## config.mk

```make
export PLATFORM = sky130hd
export DESIGN_NAME = llki_discrete_master
export DESIGN_NICKNAME = d
export VERILOG_FILES = /design/src/rtl/llki_discrete_master.sv
export SDC_FILE = /design/constraint.sdc
export NUM_CORES = 1
export LEC_CHECK = 0
export ABC_AREA = 1
export BUFFER_PORTS_ARGS = -buffer_cell sky130_fd_sc_hd__buf_2
export CAP_MARGIN = 20
export CORE_MARGIN = 2
export CORE_UTILIZATION = 48
export DETAILED_ROUTE_END_ITERATION = 7
export PLACE_DENSITY = 0.86
export SLEW_MARGIN = 20
export SYNTH_ARGS = -nofsm -noshare
export SYNTH_HDL_FRONTEND = slang
export SYNTH_SLANG_ARGS = --single-unit
```

## constraint.sdc

```tcl
create_clock -name clk -period 2.28 [get_ports clk]
set_input_delay 0.342 -clock clk [delete_from_list [all_inputs] [get_ports clk]]
set_output_delay 0.342 -clock clk [all_outputs]
set_load 0.02 [all_outputs]
```

## src/rtl/llki_discrete_master.sv

```systemverilog
// LLKI discrete master: takes a key command, reads the key words from the key
// store and hands them one at a time to an LLKI discrete slave over a 4-phase
// req/ack handshake. The outcome (OK, slave error, timeout or bad op) is
// reported with a single-cycle response pulse.
module llki_discrete_master #(
  parameter int KEY_WORDS   = 2,
  parameter int DATA_W      = 64,
  parameter int TIMEOUT_CYC = 255
) (
  input  logic                  clk,
  input  logic                  rst_n,
  input  logic                  cmd_valid,
  output logic                  cmd_ready,
  input  logic [1:0]            cmd_op,
  output logic                  key_rd_en,
  output logic [((KEY_WORDS > 1) ? $clog2(KEY_WORDS) : 1)-1:0] key_rd_addr,
  input  logic [DATA_W-1:0]     key_rd_data,
  output logic                  llki_req,
  output logic [1:0]            llki_op,
  output logic [DATA_W-1:0]     llki_data,
  output logic                  llki_last,
  input  logic                  llki_ack,
  input  logic                  llki_err,
  output logic                  rsp_valid,
  output logic [1:0]            rsp_status,
  output logic                  busy,
  output logic                  key_loaded
);

  localparam int AW = (KEY_WORDS > 1) ? $clog2(KEY_WORDS) : 1;
  localparam int TW = $clog2(TIMEOUT_CYC + 1);
  localparam logic [AW-1:0] LAST_IDX = AW'(KEY_WORDS - 1);
  localparam logic [TW-1:0] TMO_LAST = TW'(TIMEOUT_CYC - 1);

  // Command encodings on cmd_op and the op code carried on llki_op
  localparam logic [1:0] CMD_LOAD  = 2'd0;
  localparam logic [1:0] CMD_CLEAR = 2'd1;
  localparam logic [1:0] OP_NONE   = 2'd0;
  localparam logic [1:0] OP_LOAD   = 2'd1;
  localparam logic [1:0] OP_CLEAR  = 2'd2;

  // Response status codes
  localparam logic [1:0] ST_OK      = 2'd0;
  localparam logic [1:0] ST_SLV_ERR = 2'd1;
  localparam logic [1:0] ST_TIMEOUT = 2'd2;
  localparam logic [1:0] ST_BAD_OP  = 2'd3;

  typedef enum logic [2:0] {
    S_IDLE,
    S_FETCH,
    S_LATCH,
    S_SEND,
    S_GAP,
    S_DONE
  } state_t;

  state_t             r_state;
  state_t             w_state_next;
  logic [AW-1:0]      r_idx;
  logic [DATA_W-1:0]  r_data;
  logic               r_last;
  logic [1:0]         r_op;
  logic               r_err;
  logic [TW-1:0]      r_timer;
  logic [1:0]         r_status;
  logic               r_key_loaded;
  logic               r_ready_en;

  logic               w_accept;
  logic               w_done;
  logic [1:0]         w_status_next;
  logic               w_timer_clr;
  logic               w_ack_seen;
  logic               w_advance;

  // State register
  always_ff @(posedge clk or negedge rst_n) begin
    if (!rst_n) begin
      r_state <= S_IDLE;
    end else begin
      r_state <= w_state_next;
    end
  end

  // Next-state decode plus the strobes that steer the datapath below
  always_comb begin
    w_state_next  = r_state;
    w_accept      = 1'b0;
    w_done        = 1'b0;
    w_status_next = ST_OK;
    w_timer_clr   = 1'b0;
    w_ack_seen    = 1'b0;
    w_advance     = 1'b0;
    case (r_state)
      S_IDLE: begin
        if (cmd_valid && cmd_ready) begin
          w_accept = 1'b1;
          if (cmd_op == CMD_LOAD) begin
            w_state_next = S_FETCH;
          end else if (cmd_op == CMD_CLEAR) begin
            w_state_next = S_SEND;
            w_timer_clr  = 1'b1;
          end else begin
            w_state_next  = S_DONE;
            w_done        = 1'b1;
            w_status_next = ST_BAD_OP;
          end
        end
      end
      S_FETCH: begin
        w_state_next = S_LATCH;
      end
      S_LATCH: begin
        w_state_next = S_SEND;
        w_timer_clr  = 1'b1;
      end
      S_SEND: begin
        if (llki_ack) begin
          w_state_next = S_GAP;
          w_timer_clr  = 1'b1;
          w_ack_seen   = 1'b1;
        end else if (r_timer == TMO_LAST) begin
          w_state_next  = S_DONE;
          w_done        = 1'b1;
          w_status_next = ST_TIMEOUT;
        end
      end
      S_GAP: begin
        if (!llki_ack) begin
          if (r_err) begin
            w_state_next  = S_DONE;
            w_done        = 1'b1;
            w_status_next = ST_SLV_ERR;
          end else if (r_last) begin
            w_state_next  = S_DONE;
            w_done        = 1'b1;
            w_status_next = ST_OK;
          end else begin
            w_state_next = S_FETCH;
            w_advance    = 1'b1;
          end
        end else if (r_timer == TMO_LAST) begin
          w_state_next  = S_DONE;
          w_done        = 1'b1;
          w_status_next = ST_TIMEOUT;
        end
      end
      S_DONE: begin
        w_state_next = S_IDLE;
      end
      default: begin
        w_state_next = S_IDLE;
      end
    endcase
  end

  // Transfer datapath: word index, held word/op/last, error latch, ack timer
  always_ff @(posedge clk or negedge rst_n) begin
    if (!rst_n) begin
      r_idx   <= '0;
      r_data  <= '0;
      r_last  <= 1'b0;
      r_op    <= OP_NONE;
      r_err   <= 1'b0;
      r_timer <= '0;
    end else begin
      if (w_accept) begin
        r_idx <= '0;
        r_err <= 1'b0;
        if (cmd_op == CMD_LOAD) begin
          r_op <= OP_LOAD;
        end else if (cmd_op == CMD_CLEAR) begin
          r_op   <= OP_CLEAR;
          r_data <= '0;
          r_last <= 1'b1;
        end else begin
          r_op <= OP_NONE;
        end
      end
      if (r_state == S_LATCH) begin
        r_data <= key_rd_data;
        r_last <= (r_idx == LAST_IDX);
      end
      if (w_ack_seen) begin
        r_err <= llki_err;
      end
      if (w_advance) begin
        r_idx <= r_idx + AW'(1);
      end
      if (w_timer_clr) begin
        r_timer <= '0;
      end else if (r_state == S_SEND || r_state == S_GAP) begin
        r_timer <= r_timer + TW'(1);
      end
    end
  end

  // Completion bookkeeping: response status and the key-loaded flag
  always_ff @(posedge clk or negedge rst_n) begin
    if (!rst_n) begin
      r_status     <= ST_OK;
      r_key_loaded <= 1'b0;
    end else if (w_done) begin
      r_status <= w_status_next;
      if (w_status_next == ST_OK) begin
        if (r_op == OP_LOAD) begin
          r_key_loaded <= 1'b1;
        end else if (r_op == OP_CLEAR) begin
          r_key_loaded <= 1'b0;
        end
      end else if ((w_status_next == ST_SLV_ERR || w_status_next == ST_TIMEOUT) &&
                   r_op == OP_LOAD) begin
        r_key_loaded <= 1'b0;
      end
    end
  end

  // Keeps cmd_ready low while reset is applied so every output reads 0 then
  always_ff @(posedge clk or negedge rst_n) begin
    if (!rst_n) begin
      r_ready_en <= 1'b0;
    end else begin
      r_ready_en <= 1'b1;
    end
  end

  assign cmd_ready   = r_ready_en && (r_state == S_IDLE) && !llki_ack;
  assign key_rd_en   = (r_state == S_FETCH);
  assign key_rd_addr = r_idx;
  assign llki_req    = (r_state == S_SEND);
  assign llki_op     = r_op;
  assign llki_data   = r_data;
  assign llki_last   = r_last;
  assign rsp_valid   = (r_state == S_DONE);
  assign rsp_status  = r_status;
  assign busy        = (r_state != S_IDLE);
  assign key_loaded  = r_key_loaded;

endmodule

```

==> metrics <==
status=complete, no violations; Nets=641; clock skew=0.00512 ns; CTS root buf=clkbuf_8; height of the die=91.1 um; Final Slew Violations=0; post-synthesis cell count=around 430; Overflow after GRT=0; Least-Margin Pin Slew=0.888 ns; Starting Density=49.9%; Seq cells post-synth=84; Worst-Skew Late Latency=0.34 ns; IO Count=147; syn avg cell area=8.54 um^2; global-route wire length before repair=14,700 um; EDFF count, synth=0; Diodes inserted=0; met3 WL=537 um; WHS=0.200 ns; largest delay contributor family on the critical path=simple AND/OR/NAND/NOR gates; H-tree lvl count=3; Met1 Routed Length=3800 um; Max Buffers Root-to-Sink=2; slew margin rel.=40.8%; main area contributors after synthesis=dfrtp_1 58%, nand2_1 16%, nand3_1 10%, inv_1 2.6%, nor2_1 2.2%; slack of the critical path=about 0.27 ns; Tcrit/Tclk final=88.4%; uppermost layer routed=met4; PD cells=1340 nW/um^2; async set-reset flop share out of synthesis=100%; max cap viols=0; Pre-antenna DRT Iters=4; final number of hold-violating endpoints=0; CTS Buf Count=9; via count=approximately 3,300; top-area cell type share of the netlist area=roughly 58%; TritonCTS clock tree=done; Detailed Route Iter0 Violations=about 130; DRT Wirelength=about 8700 um; CP Launch Type=flop; cell chain of the critical path=nor2_2 -> nand2_2 -> nor2_4 -> nand2_1 -> inv_1 -> a21oi_1 -> ha_1 -> nand2_1 -> inv_1 -> o22ai_1 -> inv_1 -> nand2_1 -> nand2_1 -> nand2_1; P_leak=2.67 nW; initial antenna violation count=0; drc violations=0; share of post-route cells with drive strength above 1=30.1%; DIE AREA=8300 um^2; register area share after synthesis=around 58%; warnings from Yosys=0; Worst VDD drop=0.586 mV; critical path required time=2.56 ns; crit path time final=2.01 ns; crit end category=flop; cell mode on critical path=nand2_1; WS Path Type=reg -> reg; dpl hpwl=6250 um; Buffers on Ports=146; RePlAce Congestion=0.868; Avg Vias per Cell=4.99; largest area contributor in the netlist=dfrtp_1; worst hold path class=in -> reg; Routed WL per cell=13.0 um; f_max=496 MHz; Synthesized Nets=500; crit path max-delay cell type=dfrtp_1; largest fanout on the critical path=6; total chip power=0.00617 W; Fill cells=665; total negative slack=0 ns; Area growth, synth to finish=26.3%; crit-path max cell delay=0.46 ns; RSZ-0062 raised after global routing=false; Buf+Inv Stages, Crit Path=3; pre-CTS WS=0.282 ns; core box area=7290 um^2; gr usage total=a little over a fifth; Unique masters post-synth=28; row count=31; synthesized area=3640 um^2; antenna-violating nets left=0; vias in the first global route=3,286; largest net degree at the start of global routing=67; Post-CTS Resized=0; Finished Core Util=between 60% and 70%; met2 routed WL=~4200 um; Final setup viols=0; Num Clock Sinks=84; clk slew on worst S/H paths=0.08 ns; top_reg_cell synth=dfrtp_1; die width=91.1 um; crit path DAT=~2.3 ns
## worst min-delay path, stage by stage
cell,delay [ns]
buf_2,0.08
nand2_1,0.04
nand2_1,0.05
## Yosys cell counts (all sizes together) (3+ instances only)
cell / number
ha: 3
nand2: 156
nor3: 8
a21oi: 6
xor2: 3
o21ai: 10
nand4: 5
buf: 18
nand3: 73
inv: 27
dfrtp: 84
clkbuf: 4
nor2: 23
## power breakdown
group | total (W) | switching [W] | internal, W
clock | 0.000853 | 0.000483 | 0.000370
sequential | 0.00250 | 0.000381 | 0.00212
combinational | 0.00281 | 0.00189 | 0.000928
total | 0.00617 | 0.00275 | 0.00342
## final timing paths
kind / start / to / slack (ns) / cells past startpoint
min in group asynchronous: rst_n / rsp_status[0] / 0.47 / 2
max in group asynchronous: rst_n / llki_data[15] / 1.20 / 3
setup / recovery: r_state[0] / key_loaded / 0.27 / 14
hold reg to reg: key_loaded / key_loaded / 0.48 / 2
hold / removal: key_rd_data[62] / llki_data[62] / 0.20 / 3
setup reg to reg: r_state[0] / key_loaded / 0.27 / 14
## per-layer routing
layer  GRT usage [%]  vias up
li1                -     1633
met4            8.21        0
met2            36.7      111
met5               0        -
met1            27.8     1571
met3            5.23       16
## layout by cell type, fill, tap and decap left out, drive strengths merged, types with 3 or more instances in the layout
cell and count:
inv 26, clkbuf 9, nand3 73, xor2 3, buf 151, a21oi 6, clkinv 5, nor3 8
nand4 5, ha 3, dfrtp 84, o21ai 10, nor2 23, nand2 156
## flip-flops by register name, indices dropped and copies added (netlist names)
| name | flops |
|---|---|
| r_ready_en | 1 |
| rsp_status | 2 |
| r_err | 1 |
| r_state | 3 |
| llki_op | 2 |
| key_rd_addr | 1 |
| r_timer | 8 |
| llki_last | 1 |
| key_loaded | 1 |
| llki_data | 64 |
## timing repair
item | CTS | global route
hold endpoints to repair | 30 | 0
setup buffers | 0 | 0
hold buffers | 1 | 0
## metrics by stage
stage | instances | cell area, um^2
floorplan | 426 | 3640
CTS | 668 | 4590
global placement | 654 | 4440
finish | 668 | 4600
detailed placement | 654 | 4440
global route | 668 | 4600
## logic make-up (layout without fill, tap and decap cells)
family,after synthesis,in the layout,share of synthesized area [%]
fa+ha+maj,3,3,1.03
other cells,1,1,0.103
xor+xnor,3,3,0.722
simple gates,266,266,31.6
buf+inv,49,192,5.88
flops,84,84,57.8
compound gates,20,20,2.96
## cell type report
type | count | area (um^2) | area share [%]
inverter | 27 | 103 | 2.23
sequential | 84 | 2100 | 45.7
timing repair buffer | 152 | 793 | 17.3
clock buffer | 9 | 124 | 2.70
clock inverter | 4 | 20.0 | 0.436
tap | 99 | 124 | 2.70
multi-input combinational | 293 | 1330 | 28.9
Note: power is estimated with default switching activity, not from simulation.
